### src/rtl/pipe_pkg.sv
// Shared types and constants for the 5-stage pipeline hazard/bypass controller.
package pipe_pkg;

  localparam int unsigned REG_AW_DEF = 5;

  // X-stage operand source selects
  localparam logic [1:0] FWD_REG = 2'd0;
  localparam logic [1:0] FWD_M   = 2'd1;
  localparam logic [1:0] FWD_W   = 2'd2;

  typedef enum logic [1:0] {
    MD_IDLE = 2'd0,
    MD_BUSY = 2'd1,
    MD_DONE = 2'd2
  } md_state_e;

endpackage

### src/rtl/pipe_hazard_ctrl_md_seq.sv
// md_seq: mult/div sequencer; start pulse, MD_LATENCY-1 cycles later a one-cycle done.
module md_seq
  import pipe_pkg::*;
#(
  parameter int unsigned MD_LATENCY = 32
) (
  input  logic clock,
  input  logic reset,
  input  logic start_req,
  output logic md_start,
  output logic md_done,
  output logic md_busy,
  output logic md_stall
);

  localparam logic [7:0] CNT_LOAD = 8'(MD_LATENCY - 2);

  md_state_e  state_q, state_d;
  logic [7:0] cnt_q, cnt_d;

  // NOTE: sequential state uses non-blocking assignments so every flop samples pre-edge values.
  always_ff @(posedge clock or negedge reset) begin
    if (!reset) begin
      state_q <= MD_IDLE;
      cnt_q   <= '0;
    end else begin
      state_q <= state_d;
      cnt_q   <= cnt_d;
    end
  end

  // NOTE: every output gets a default before the case, so no path infers a latch.
  always_comb begin
    state_d  = state_q;
    cnt_d    = cnt_q;
    md_start = 1'b0;
    md_done  = 1'b0;
    unique case (state_q)
      MD_IDLE: begin
        if (start_req) begin
          md_start = 1'b1;
          cnt_d    = CNT_LOAD;
          // Minimum latency of 2 has no BUSY cycles at all.
          state_d  = (CNT_LOAD == 8'd0) ? MD_DONE : MD_BUSY;
        end
      end
      MD_BUSY: begin
        cnt_d = cnt_q - 8'd1;
        if (cnt_q <= 8'd1) state_d = MD_DONE;
      end
      MD_DONE: begin
        md_done = 1'b1;
        state_d = MD_IDLE;
      end
      default: state_d = MD_IDLE;
    endcase
  end

  assign md_busy  = (state_q != MD_IDLE);
  assign md_stall = (state_q == MD_BUSY);

endmodule

### src/rtl/pipe_hazard_ctrl.sv
// Hazard/bypass controller: stalls, flushes, X-stage bypass selects, mult/div sequencing.
// Optional HAZARD_PERF_EN adds saturating stall/flush event counters.
module pipe_hazard_ctrl
  import pipe_pkg::*;
#(
  parameter int unsigned REG_AW     = REG_AW_DEF,
  parameter int unsigned MD_LATENCY = 32,
  parameter int unsigned PERF_W     = 32
) (
  input  logic              clock,
  input  logic              reset,
  input  logic              d_valid,
  input  logic [REG_AW-1:0] d_rs_a,
  input  logic [REG_AW-1:0] d_rs_b,
  input  logic              d_use_a,
  input  logic              d_use_b,
  input  logic              x_valid,
  input  logic              x_is_load,
  input  logic              x_is_md,
  input  logic              x_wen,
  input  logic [REG_AW-1:0] x_rd,
  input  logic [REG_AW-1:0] x_rs_a,
  input  logic [REG_AW-1:0] x_rs_b,
  input  logic              branch_taken,
  input  logic              m_wen,
  input  logic [REG_AW-1:0] m_rd,
  input  logic              w_wen,
  input  logic [REG_AW-1:0] w_rd,
  output logic              stall_fd,
  output logic              stall_dx,
  output logic              bubble_xm,
  output logic              flush_fd,
  output logic              flush_dx,
  output logic [1:0]        fwd_sel_a,
  output logic [1:0]        fwd_sel_b,
  output logic              md_start,
  output logic              md_done,
  output logic              md_busy,
  output logic [PERF_W-1:0] stall_cnt,
  output logic [PERF_W-1:0] flush_cnt
);

  logic md_stall;
  logic load_use;
  logic branch_flush;

  // M is younger than W, so it holds the newer value on a double match.
  function automatic logic [1:0] bypass_sel(
    input logic [REG_AW-1:0] src,
    input logic              mw,
    input logic [REG_AW-1:0] mr,
    input logic              ww,
    input logic [REG_AW-1:0] wr
  );
    if (src == '0)            return FWD_REG;
    if (mw && (mr == src))    return FWD_M;
    if (ww && (wr == src))    return FWD_W;
    return FWD_REG;
  endfunction

  assign fwd_sel_a = bypass_sel(x_rs_a, m_wen, m_rd, w_wen, w_rd);
  assign fwd_sel_b = bypass_sel(x_rs_b, m_wen, m_rd, w_wen, w_rd);

  assign load_use = x_valid && x_is_load && x_wen && (x_rd != '0) && d_valid &&
                    ((d_use_a && (d_rs_a == x_rd)) || (d_use_b && (d_rs_b == x_rd)));

  md_seq #(
    .MD_LATENCY (MD_LATENCY)
  ) u_md_seq (
    .clock     (clock),
    .reset     (reset),
    .start_req (x_valid && x_is_md && !branch_taken),
    .md_start  (md_start),
    .md_done   (md_done),
    .md_busy   (md_busy),
    .md_stall  (md_stall)
  );

  // A taken branch cannot legitimately coexist with BUSY; it is ignored there.
  assign branch_flush = branch_taken && !md_stall;

  always_comb begin
    stall_fd  = 1'b0;
    stall_dx  = 1'b0;
    bubble_xm = 1'b0;
    flush_fd  = 1'b0;
    flush_dx  = 1'b0;
    if (branch_flush) begin
      flush_fd = 1'b1;
      flush_dx = 1'b1;
    end else if (md_stall) begin
      stall_fd  = 1'b1;
      stall_dx  = 1'b1;
      bubble_xm = 1'b1;
    end else if (load_use) begin
      stall_fd = 1'b1;
      flush_dx = 1'b1;
    end
  end

  a_no_branch_in_md_busy: assert property (
    @(posedge clock) disable iff (!reset) !(md_stall && branch_taken)
  );

`ifdef HAZARD_PERF_EN
  always_ff @(posedge clock or negedge reset) begin
    if (!reset) begin
      stall_cnt <= '0;
      flush_cnt <= '0;
    end else begin
      if (stall_fd && (stall_cnt != '1))     stall_cnt <= stall_cnt + PERF_W'(1);
      if (branch_flush && (flush_cnt != '1)) flush_cnt <= flush_cnt + PERF_W'(1);
    end
  end
`else
  assign stall_cnt = '0;
  assign flush_cnt = '0;
`endif

endmodule
### config.mk
export PLATFORM = sky130hd
export DESIGN_NAME = pipe_hazard_ctrl
export DESIGN_NICKNAME = d
export VERILOG_FILES = /design/src/rtl/pipe_pkg.sv /design/src/rtl/pipe_hazard_ctrl_md_seq.sv /design/src/rtl/pipe_hazard_ctrl.sv
export SDC_FILE = /design/constraint.sdc
export NUM_CORES = 1
export LEC_CHECK = 0
export ABC_AREA = 0
export BUFFER_PORTS_ARGS = -buffer_cell sky130_fd_sc_hd__clkbuf_2
export CORE_ASPECT_RATIO = 2
export CORE_MARGIN = 2
export CORE_UTILIZATION = 35
export CTS_CLUSTER_DIAMETER = 30
export CTS_CLUSTER_SIZE = 14
export DETAILED_ROUTE_END_ITERATION = 12
export PLACE_DENSITY = 0.82
export SYNTH_ARGS = -nofsm -noshare
export SYNTH_HDL_FRONTEND = slang
export SYNTH_SLANG_ARGS = --single-unit
### constraint.sdc
create_clock -name clock -period 3.7 [get_ports clock]
set_clock_uncertainty 0.15 [all_clocks]
set_input_delay 0.185 -clock clock [delete_from_list [all_inputs] [get_ports clock]]
set_output_delay 0.185 -clock clock [all_outputs]
set_load 0.005 [all_outputs]
==> flow_summary.toml <==
[run_status]
outcome = "finished, final reports clean"

[pwr]
powerDensity_nw_per_um2 = 344.8
p_leak_nw = 0.8482
total_power_uw = 546.1
ir_worst_vdd_mv = 0.1438

[floorplan]
die_height_um = 94.08
start_util_pct = 36.57
row_count = 32
die_x_um = 49.04
core_um2 = 3884
ios = 123
die-area_um2 = 4614

[cts]
cts_tree = "done"
clock-sinks = 10
cts_setup_buffers = 0
cts-root-buf = "clkbuf_8"
cts.clk_slew.worst_paths_ns = 0.05
cts_made_buffers = 3
ctsHoldBuffers = 1
clkLatencyLatePin_ns = 0.24
post_cts_resized = 0
h-tree-depth = 1
cts.path.max_buffers = 2

[yosys]
synth_edf_count = 0
ys.warnings.count = 0
synthFlopType = "dfrtp_1"
synth_area_leaders = "buf_4 (34%), dfrtp_1 (18%), xor2_1 (12%)"
synth-seq-area-share_pct = 17.62
synth.distinct_cells = 34
synth.top_cells.by_count = "buf_4 (65), xor2_1 (20), xnor2_1 (13)"
yosysTopAreaCell = "buf_4"
async_flop_share_pct = 100.0
ys_ff_latch = 10
synth_most_common_cell = "buf_4"
synthCells = 176
netlist_area_um2 = 1420
syn_avg_cell_area_um2 = 8.069
synth.top_cell.area_share_pct = 34.36

[sta]
hold_viol = 0
rsz0062_at_grt = "false"
setup_viol = 0
holdWs_ns = 0.2008
layout_min_cycle_time_ns = 2.084
final.setup.worst_slack_ns = 1.616
slew_violations = 0
fmax_mhz = 479.7
fin_crit_sh_pct = 56.34
tns_ns = 0

[global_route]
grt_antenna_before_repair = 0
grt.met1_usage_pct = 10.67
grt_pass1_wl_um = 4885
grt.met3_usage_pct = 1.115
track_usage_pct = 14.05
met2_usage_pct = 29.00
overflow = 0
grt_pass1_vias = 1111
gr-max-usage-layer = "met2"
grt_max_degree = 12

[critical_path]
r2r_setup_slack_ns = 1.91
crit_required_ns = 3.37
critPathKind = "flip-flop to output pin"
cp-end-kind = "output pin"
cp-start-kind = "flip-flop"
arrival_ns = 1.75
cp_max_fo = 11

[place]
portBuffers = 58
hpwl_um = 2851
place_ws_ns = 1.805
place.gp.congestion = 0.7873

[finish]
drive_gt1_share_pct = 27.97
nNetsFinal = 286
postLayoutCoreUtil_pct = 40.79
n_antenna_cell = 0
area_growth_pct = 11.54

[detailed_routing]
drt_pre_antenna_iters = 4
ant_nets = 0
num_vias = 1228
drt_iter0_markers = 7
routed_wirelength_um = 3221
wl_per_cell_um = 11.22
drc = 0
vias_per_cell = 4.279

[min_path]
holdCritPathClass = "input port to async pin"

[flow_run]
cap_violations = 0
stage by stage:
stage          instance area [µm²]  instances
5_1_grt                       1584        287
6_report                      1584        287
2_1_floorplan                 1657        239
3_5_place_dp                  1519        282
3_3_place_gp                  1519        282
4_1_cts                       1584        287
power breakdown:
part	switching [mW]	leakage, nW	internal [mW]	total (mW)
Sequential	0.0366	0.115	0.151	0.187
Combinational	0.122	0.704	0.101	0.223
Clock	0.0423	0.0288	0.0935	0.136
sequential cells by signal (all words and copies together), names as in the netlist:
name	count
u_md_seq.cnt_q	8
u_md_seq.state_q	2
kinds of logic (layout without fill, tap and decap cells):
group	count (synthesis)	count (layout)	synth area share, %
buffers and inverters	71	68	35.95
AND/OR/NAND/NOR	46	46	18.33
flip-flops	10	10	17.62
XOR/XNOR	33	33	20.35
AO/OA/AOI/OAI	13	13	5.728
adder cells (fa/ha/maj)	2	2	1.762
other	1	64	0.2641
worst paths after layout:
check                                    endpoint                 from  depth (start not counted)
worst max register to register  u_md_seq.cnt_q[6]  u_md_seq.state_q[1]                          5
max in group asynchronous       u_md_seq.cnt_q[3]                reset                          2
worst min-delay path            u_md_seq.cnt_q[6]                reset                          2
min in group clock              u_md_seq.cnt_q[3]              x_is_md                          4
worst min register to register  u_md_seq.cnt_q[1]    u_md_seq.cnt_q[1]                          2
worst max-delay path                     flush_dx  u_md_seq.state_q[0]                          4
per-layer routing:
layer  share of wire [%]  up-vias
met5                   0        -
met4                 6.9        0
met3                 9.7       14
met2                  56      110
met1                  27      530
li1                    -      574
cell usage in the layout, fill, tap and decap left out, types with 3 or more instances in the layout:
cell	netlist	layout
nand2_1	7	7
dfrtp_1	10	10
nand3_1	4	4
xor2_1	20	20
conb_1	1	64
or4_1	3	3
o21ai_0	6	6
inv_1	4	4
nor4_1	5	5
clkbuf_8	0	4
xnor2_1	13	13
nor2_1	9	9
clkbuf_2	0	58
critical path, stage by stage (launching register included):
cell and delay [ns]:
dfrtp_1 0.38, nand2b_1 0.33, inv_1 0.25, o41ai_1 0.38, clkbuf_2 0.17
cell type report:
cell class	count	area, µm²
clock buffer	4	55.05
fill	411	2300
inverter	5	18.77
multi-input combinational	158	895.9
sequential	10	250.2
tap	51	63.81
timing repair buffer	59	300.3
Power figures use the tool's default switching activity.
